`src/rtl/scan_pkg.sv`:
```
// Shared constants, default parameters and helpers for the section scan engine.
package scan_pkg;

    localparam int NUM_SECTIONS     = 8;
    localparam int SEC_DATA_W       = 3;
    localparam int IDX_W            = $clog2(NUM_SECTIONS);

    localparam int SCAN_DIV_DEF     = 50000;
    localparam int DEB_CYCLES_DEF   = 250000;
    localparam int BLANK_CYCLES_DEF = 8;

    typedef logic [NUM_SECTIONS-1:0] sec_mask_t;
    typedef logic [SEC_DATA_W-1:0]   sec_data_t;
    typedef logic [IDX_W-1:0]        sec_idx_t;

    function automatic sec_mask_t idx_to_onehot(input sec_idx_t idx);
        sec_mask_t mask;
        mask      = '0;
        mask[idx] = 1'b1;
        return mask;
    endfunction

endpackage

```
`src/rtl/debounce_cell.sv`:
```
// One debounced button: toggles its state after DEB_CYCLES consecutive
// cycles of a (pre-synchronized) input that disagrees with the current state.
module debounce_cell
    import scan_pkg::*;
#(
    parameter int DEB_CYCLES = DEB_CYCLES_DEF
) (
    input  logic clk,
    input  logic reset,
    input  logic din,
    output logic state
);

    localparam int               CNT_W    = $clog2(DEB_CYCLES);
    localparam logic [CNT_W-1:0] CNT_LAST = CNT_W'(DEB_CYCLES - 1);

    logic [CNT_W-1:0] cnt;

    // Any agreement with the current state restarts the count, so bounces never accumulate.
    always_ff @(posedge clk) begin
        if (reset) begin
            cnt   <= '0;
            state <= 1'b0;
        end else if (din == state) begin
            cnt   <= '0;
        end else if (cnt == CNT_LAST) begin
            cnt   <= '0;
            state <= ~state;
        end else begin
            cnt   <= cnt + CNT_W'(1);
        end
    end

endmodule

```
`src/rtl/section_scan_engine.sv`:
```
// Time-multiplexed section scanner with per-slot switch sampling and
// button debouncing. Define SCAN_BLANKING_EN to blank the start of each slot.
module section_scan_engine
    import scan_pkg::*;
#(
    parameter int SCAN_DIV     = SCAN_DIV_DEF,
    parameter int DEB_CYCLES   = DEB_CYCLES_DEF,
    parameter int BLANK_CYCLES = BLANK_CYCLES_DEF
) (
    input  logic                    clk,
    input  logic                    reset,
    input  logic                    enable,
    input  logic [NUM_SECTIONS-1:0] interruptors,
    input  logic [SEC_DATA_W-1:0]   data_section0,
    input  logic [SEC_DATA_W-1:0]   data_section1,
    input  logic [SEC_DATA_W-1:0]   data_section2,
    input  logic [SEC_DATA_W-1:0]   data_section3,
    input  logic [SEC_DATA_W-1:0]   data_section4,
    input  logic [SEC_DATA_W-1:0]   data_section5,
    input  logic [SEC_DATA_W-1:0]   data_section6,
    input  logic [SEC_DATA_W-1:0]   data_section7,
    input  logic                    data_switch,
    output logic [NUM_SECTIONS-1:0] selector,
    output logic [SEC_DATA_W-1:0]   data_output,
    output logic [NUM_SECTIONS-1:0] state_switch,
    output logic [NUM_SECTIONS-1:0] state_buttons
);

    localparam int                 PRESC_W    = $clog2(SCAN_DIV);
    localparam logic [PRESC_W-1:0] PRESC_LAST = PRESC_W'(SCAN_DIV - 1);
    localparam logic [PRESC_W-1:0] BLANK_END  = PRESC_W'(BLANK_CYCLES);
`ifdef SCAN_BLANKING_EN
    localparam bit                 BLANK_EN   = 1'b1;
`else
    localparam bit                 BLANK_EN   = 1'b0;
`endif

    sec_data_t sections [NUM_SECTIONS];
    assign sections[0] = data_section0;
    assign sections[1] = data_section1;
    assign sections[2] = data_section2;
    assign sections[3] = data_section3;
    assign sections[4] = data_section4;
    assign sections[5] = data_section5;
    assign sections[6] = data_section6;
    assign sections[7] = data_section7;

    // Two-flop synchronizers for the asynchronous inputs.
    sec_mask_t btn_meta, btn_sync;
    logic      sw_meta, sw_sync;

    always_ff @(posedge clk) begin
        if (reset) begin
            btn_meta <= '0;
            btn_sync <= '0;
            sw_meta  <= 1'b0;
            sw_sync  <= 1'b0;
        end else begin
            btn_meta <= interruptors;
            btn_sync <= btn_meta;
            sw_meta  <= data_switch;
            sw_sync  <= sw_meta;
        end
    end

    // running distinguishes the first enabled edge, which opens slot 0 at prescaler 0.
    logic               running;
    sec_idx_t           idx, idx_next;
    logic [PRESC_W-1:0] presc, presc_next;
    logic               slot_end;
    logic               blank;

    always_comb begin
        idx_next   = '0;
        presc_next = '0;
        slot_end   = enable && running && (presc == PRESC_LAST);
        if (enable && running) begin
            if (presc == PRESC_LAST) begin
                idx_next = idx + IDX_W'(1);
            end else begin
                idx_next   = idx;
                presc_next = presc + PRESC_W'(1);
            end
        end
        blank = BLANK_EN && (presc_next < BLANK_END);
    end

    always_ff @(posedge clk) begin
        if (reset) begin
            running      <= 1'b0;
            idx          <= '0;
            presc        <= '0;
            selector     <= '0;
            data_output  <= '0;
            state_switch <= '0;
        end else if (!enable) begin
            running      <= 1'b0;
            idx          <= '0;
            presc        <= '0;
            selector     <= '0;
            data_output  <= '0;
        end else begin
            running      <= 1'b1;
            idx          <= idx_next;
            presc        <= presc_next;
            selector     <= blank ? '0 : idx_to_onehot(idx_next);
            data_output  <= blank ? '0 : sections[idx_next];
            if (slot_end)
                state_switch[idx] <= sw_sync;
        end
    end

    for (genvar i = 0; i < NUM_SECTIONS; i++) begin : g_deb
        debounce_cell #(
            .DEB_CYCLES (DEB_CYCLES)
        ) u_deb (
            .clk   (clk),
            .reset (reset),
            .din   (btn_sync[i]),
            .state (state_buttons[i])
        );
    end

endmodule

```
`config.mk`:
```
export PLATFORM = sky130hd
export DESIGN_NAME = section_scan_engine
export DESIGN_NICKNAME = d
export VERILOG_FILES = /design/src/rtl/scan_pkg.sv /design/src/rtl/debounce_cell.sv /design/src/rtl/section_scan_engine.sv
export SDC_FILE = /design/constraint.sdc
export NUM_CORES = 1
export LEC_CHECK = 0
export BUFFER_PORTS_ARGS = -buffer_cell sky130_fd_sc_hd__buf_2
export CORE_MARGIN = 10
export CORE_UTILIZATION = 56
export CTS_CLUSTER_DIAMETER = 50
export DETAILED_ROUTE_END_ITERATION = 7
export GPL_ROUTABILITY_DRIVEN = 0
export HOLD_SLACK_MARGIN = 0.03
export PLACE_DENSITY = 0.73
export SETUP_SLACK_MARGIN = 0.4
export SYNTH_ARGS = -nofsm -noshare
export SYNTH_HDL_FRONTEND = slang
export SYNTH_SLANG_ARGS = --single-unit
export TNS_END_PERCENT = 50
```
`constraint.sdc`:
```
create_clock -name clk -period 3.5 [get_ports clk]
set_input_delay 0.35 -clock clk [delete_from_list [all_inputs] [get_ports clk]]
set_output_delay 0.35 -clock clk [all_outputs]
set_load 0.02 [all_outputs]
```
==> flow_summary.ini <==
[run_status]
outcome = finished clean

[timing]
timing.final.crit_share_pct = 66.6
slew_viol_final = 0
rsz0062_at_grt = no
relSlewSlack_pct = 56.7
setup_violations = 0
worst_pin_slew_ns = 0.636
fmax_mhz = 429
hold_viol = 0
setup_tns_ns = 0
period_minus_slack_ns = 2.33
skew_ns = 0.00744

[global_route]
grt_pass1_vias = 6241
grt_use_total_pct = 15.1
grt_max_degree = 36
grt_antenna_before_repair = 0
grt_pass1_wl_um = 28400
grt_overflow = 0

[clock_tree]
clk_latency_ns = 0.50
cts_resized = 0
hold_buffers = 0
clk_pin_slew_worst_paths_ns = 0.06
numClockSinks = 209
cts_setup_buffers = 0
numCtsBuffers = 24
htree_levels = 1
cts_root_buf = clkbuf_16
clk_path_buf_depth = 3
tritoncts = done

[yosys]
yosysSeqAreaShare_pct = 47.7
netlist.area_leader.share_pct = 47.7
syn_avg_cell_area_um2 = 8.94
yosysTopAreaCell = dfxtp_1
synth_cell_types = 45
synth_area_um2 = 8770
synthCells = 981
yosysWarnings = 0
synth.area.top_cells = dfxtp_1 (48%), nor2_1 (9.1%), xnor2_1 (7.2%)
syn-num-nets = 1027
synth_seq_cells = 209

[route]
ant_nets = 0
wirelength_um = 16500
num_vias = 6467
wire_per_inst_um = 13.0
drtIter0Drc = 232
drc = 0
first_pass_iters = 4
viasPerCell = 5.12

[final_layout]
layout_common_cells = nor2_1 (213), dfxtp_1 (209), xnor2_1 (72)
nets = 1080
layout_commonest_cell = nor2_1
n_antenna_cell = 0
area_growth_pct = 14.5
drive_above_1_share_pct = 11.2
layout.cells.non_filler = 1262
post-route-util_pct = 65.8
finish.instance_area_um2 = 10000

[floorplan]
core-area_um2 = 15300
start_util_pct = 57.5
ioPinCount = 63
die_h_um = 145
die_area_um2 = 21100
die_x_um = 145
num_rows = 45

[pwr]
leakagePower_nw = 3.36
ir_drop_mv = 0.407
power.total_mw = 5.12
cellPowerDensity_nw_per_um2 = 510

[run]
max_cap_viol_count = 0

[placement]
dpl-instance-area_um2 = 9170
io_buffers = 62
dpl.hpwl_um = 11200
place_inst = 1219

[worst_hold_path]
hp-class = input port to flip-flop

[critical_path]
cp.required_ns = 3.89
path_class = flip-flop to flip-flop
r2r_setup_slack_ns = 1.17
critPathArrivalTime_ns = 2.72
critPathCaptureType = flip-flop
path_max_fanout = 14
start_kind = flip-flop
## area by class of cell
cell class	instances	area, um^2
repair buffers	63	318
clock buffers	35	743
clock inverters	8	126
well taps	211	264
inverters	28	105
fillers	1252	5220
flip-flops and latches	209	4180
multi-input cells	708	4300
## metal layers
layer	vias to the layer above	track usage [%]	wire (um)
li1	3381	-	-
met3	30	3.94	772
met1	2975	19.5	7980
met4	0	4.20	377
met2	81	24.4	7330
met5	-	0	0
## logic make-up after synthesis
group / share of synthesized area [%]
xor+xnor: 14.3
mux: 3.47
simple gates: 27.8
fa+ha+maj: 1.43
flops: 47.7
buf+inv: 3.28
compound gates: 2.05
## registers in the layout (all words and copies together), names as in the netlist
register	flops
g_deb.u_deb.cnt	144
presc	16
btn_meta	8
btn_sync	8
g_deb.u_deb.state	8
selector	8
state_switch	8
data_output	3
idx	3
running	1
sw_meta	1
sw_sync	1
## report_power, final
part	switching, mW	total, mW	leakage [nW]	internal [mW]
combinational	0.0425	0.0743	1.24	0.0318
clock	0.953	2.64	0.431	1.69
sequential	0.00889	2.40	1.69	2.39
## path summary, 6_finish.rpt
kind                     from        endpoint  cells after the start
setup / recovery     presc[0]  data_output[2]                      7
hold / removal    data_switch         sw_meta                      2
setup reg to reg     presc[0]  data_output[2]                      7
hold reg to reg   btn_meta[2]     btn_sync[2]                      1
## Yosys cell counts
cell,n
nor2_1,213
dfxtp_1,209
xnor2_1,72
xor2_1,71
nand3_1,63
nand2_1,59
nand4_1,30
inv_1,28
nor3_1,28
mux2i_1,27
clkbuf_1,19
nor2b_1,19
nor4_1,17
and3_1,15
or3_1,15
ha_1,10
a21oi_1,9
buf_4,9
and4_1,7
o21ai_0,7
nor4b_1,6
buf_2,5
nand3b_1,5
o32ai_1,4
or2_2,4
nor3b_1,3
or4_1,3
and2_1,2
and4bb_2,2
buf_1,2
nand2b_1,2
o21a_1,2
or4b_2,2
a211o_1,1
a31oi_4,1
buf_6,1
mux2_2,1
mux2i_4,1
nand4_4,1
nor4b_4,1
o21ai_1,1
o22ai_1,1
o31a_1,1
or3_4,1
or3b_1,1
## through the flow
step           worst slack (ns)  hold slack, ns
2_1_floorplan              1.46           0.414
3_3_place_gp               1.26           0.416
3_5_place_dp               1.18           0.428
4_1_cts                    1.18          0.0345
5_1_grt                    1.05          0.0448
6_report                   1.17          0.0544
## worst max-delay path: stages, from the launching register on
cell and delay [ns]:
dfxtp_1 0.35, ha_1 0.18, and3_1 0.28, nand4_4 0.21
mux2i_4 0.59, mux2i_1 0.25, nor3_1 0.06, o31a_1 0.30
No activity file was read; power rests on OpenSTA's default activity.
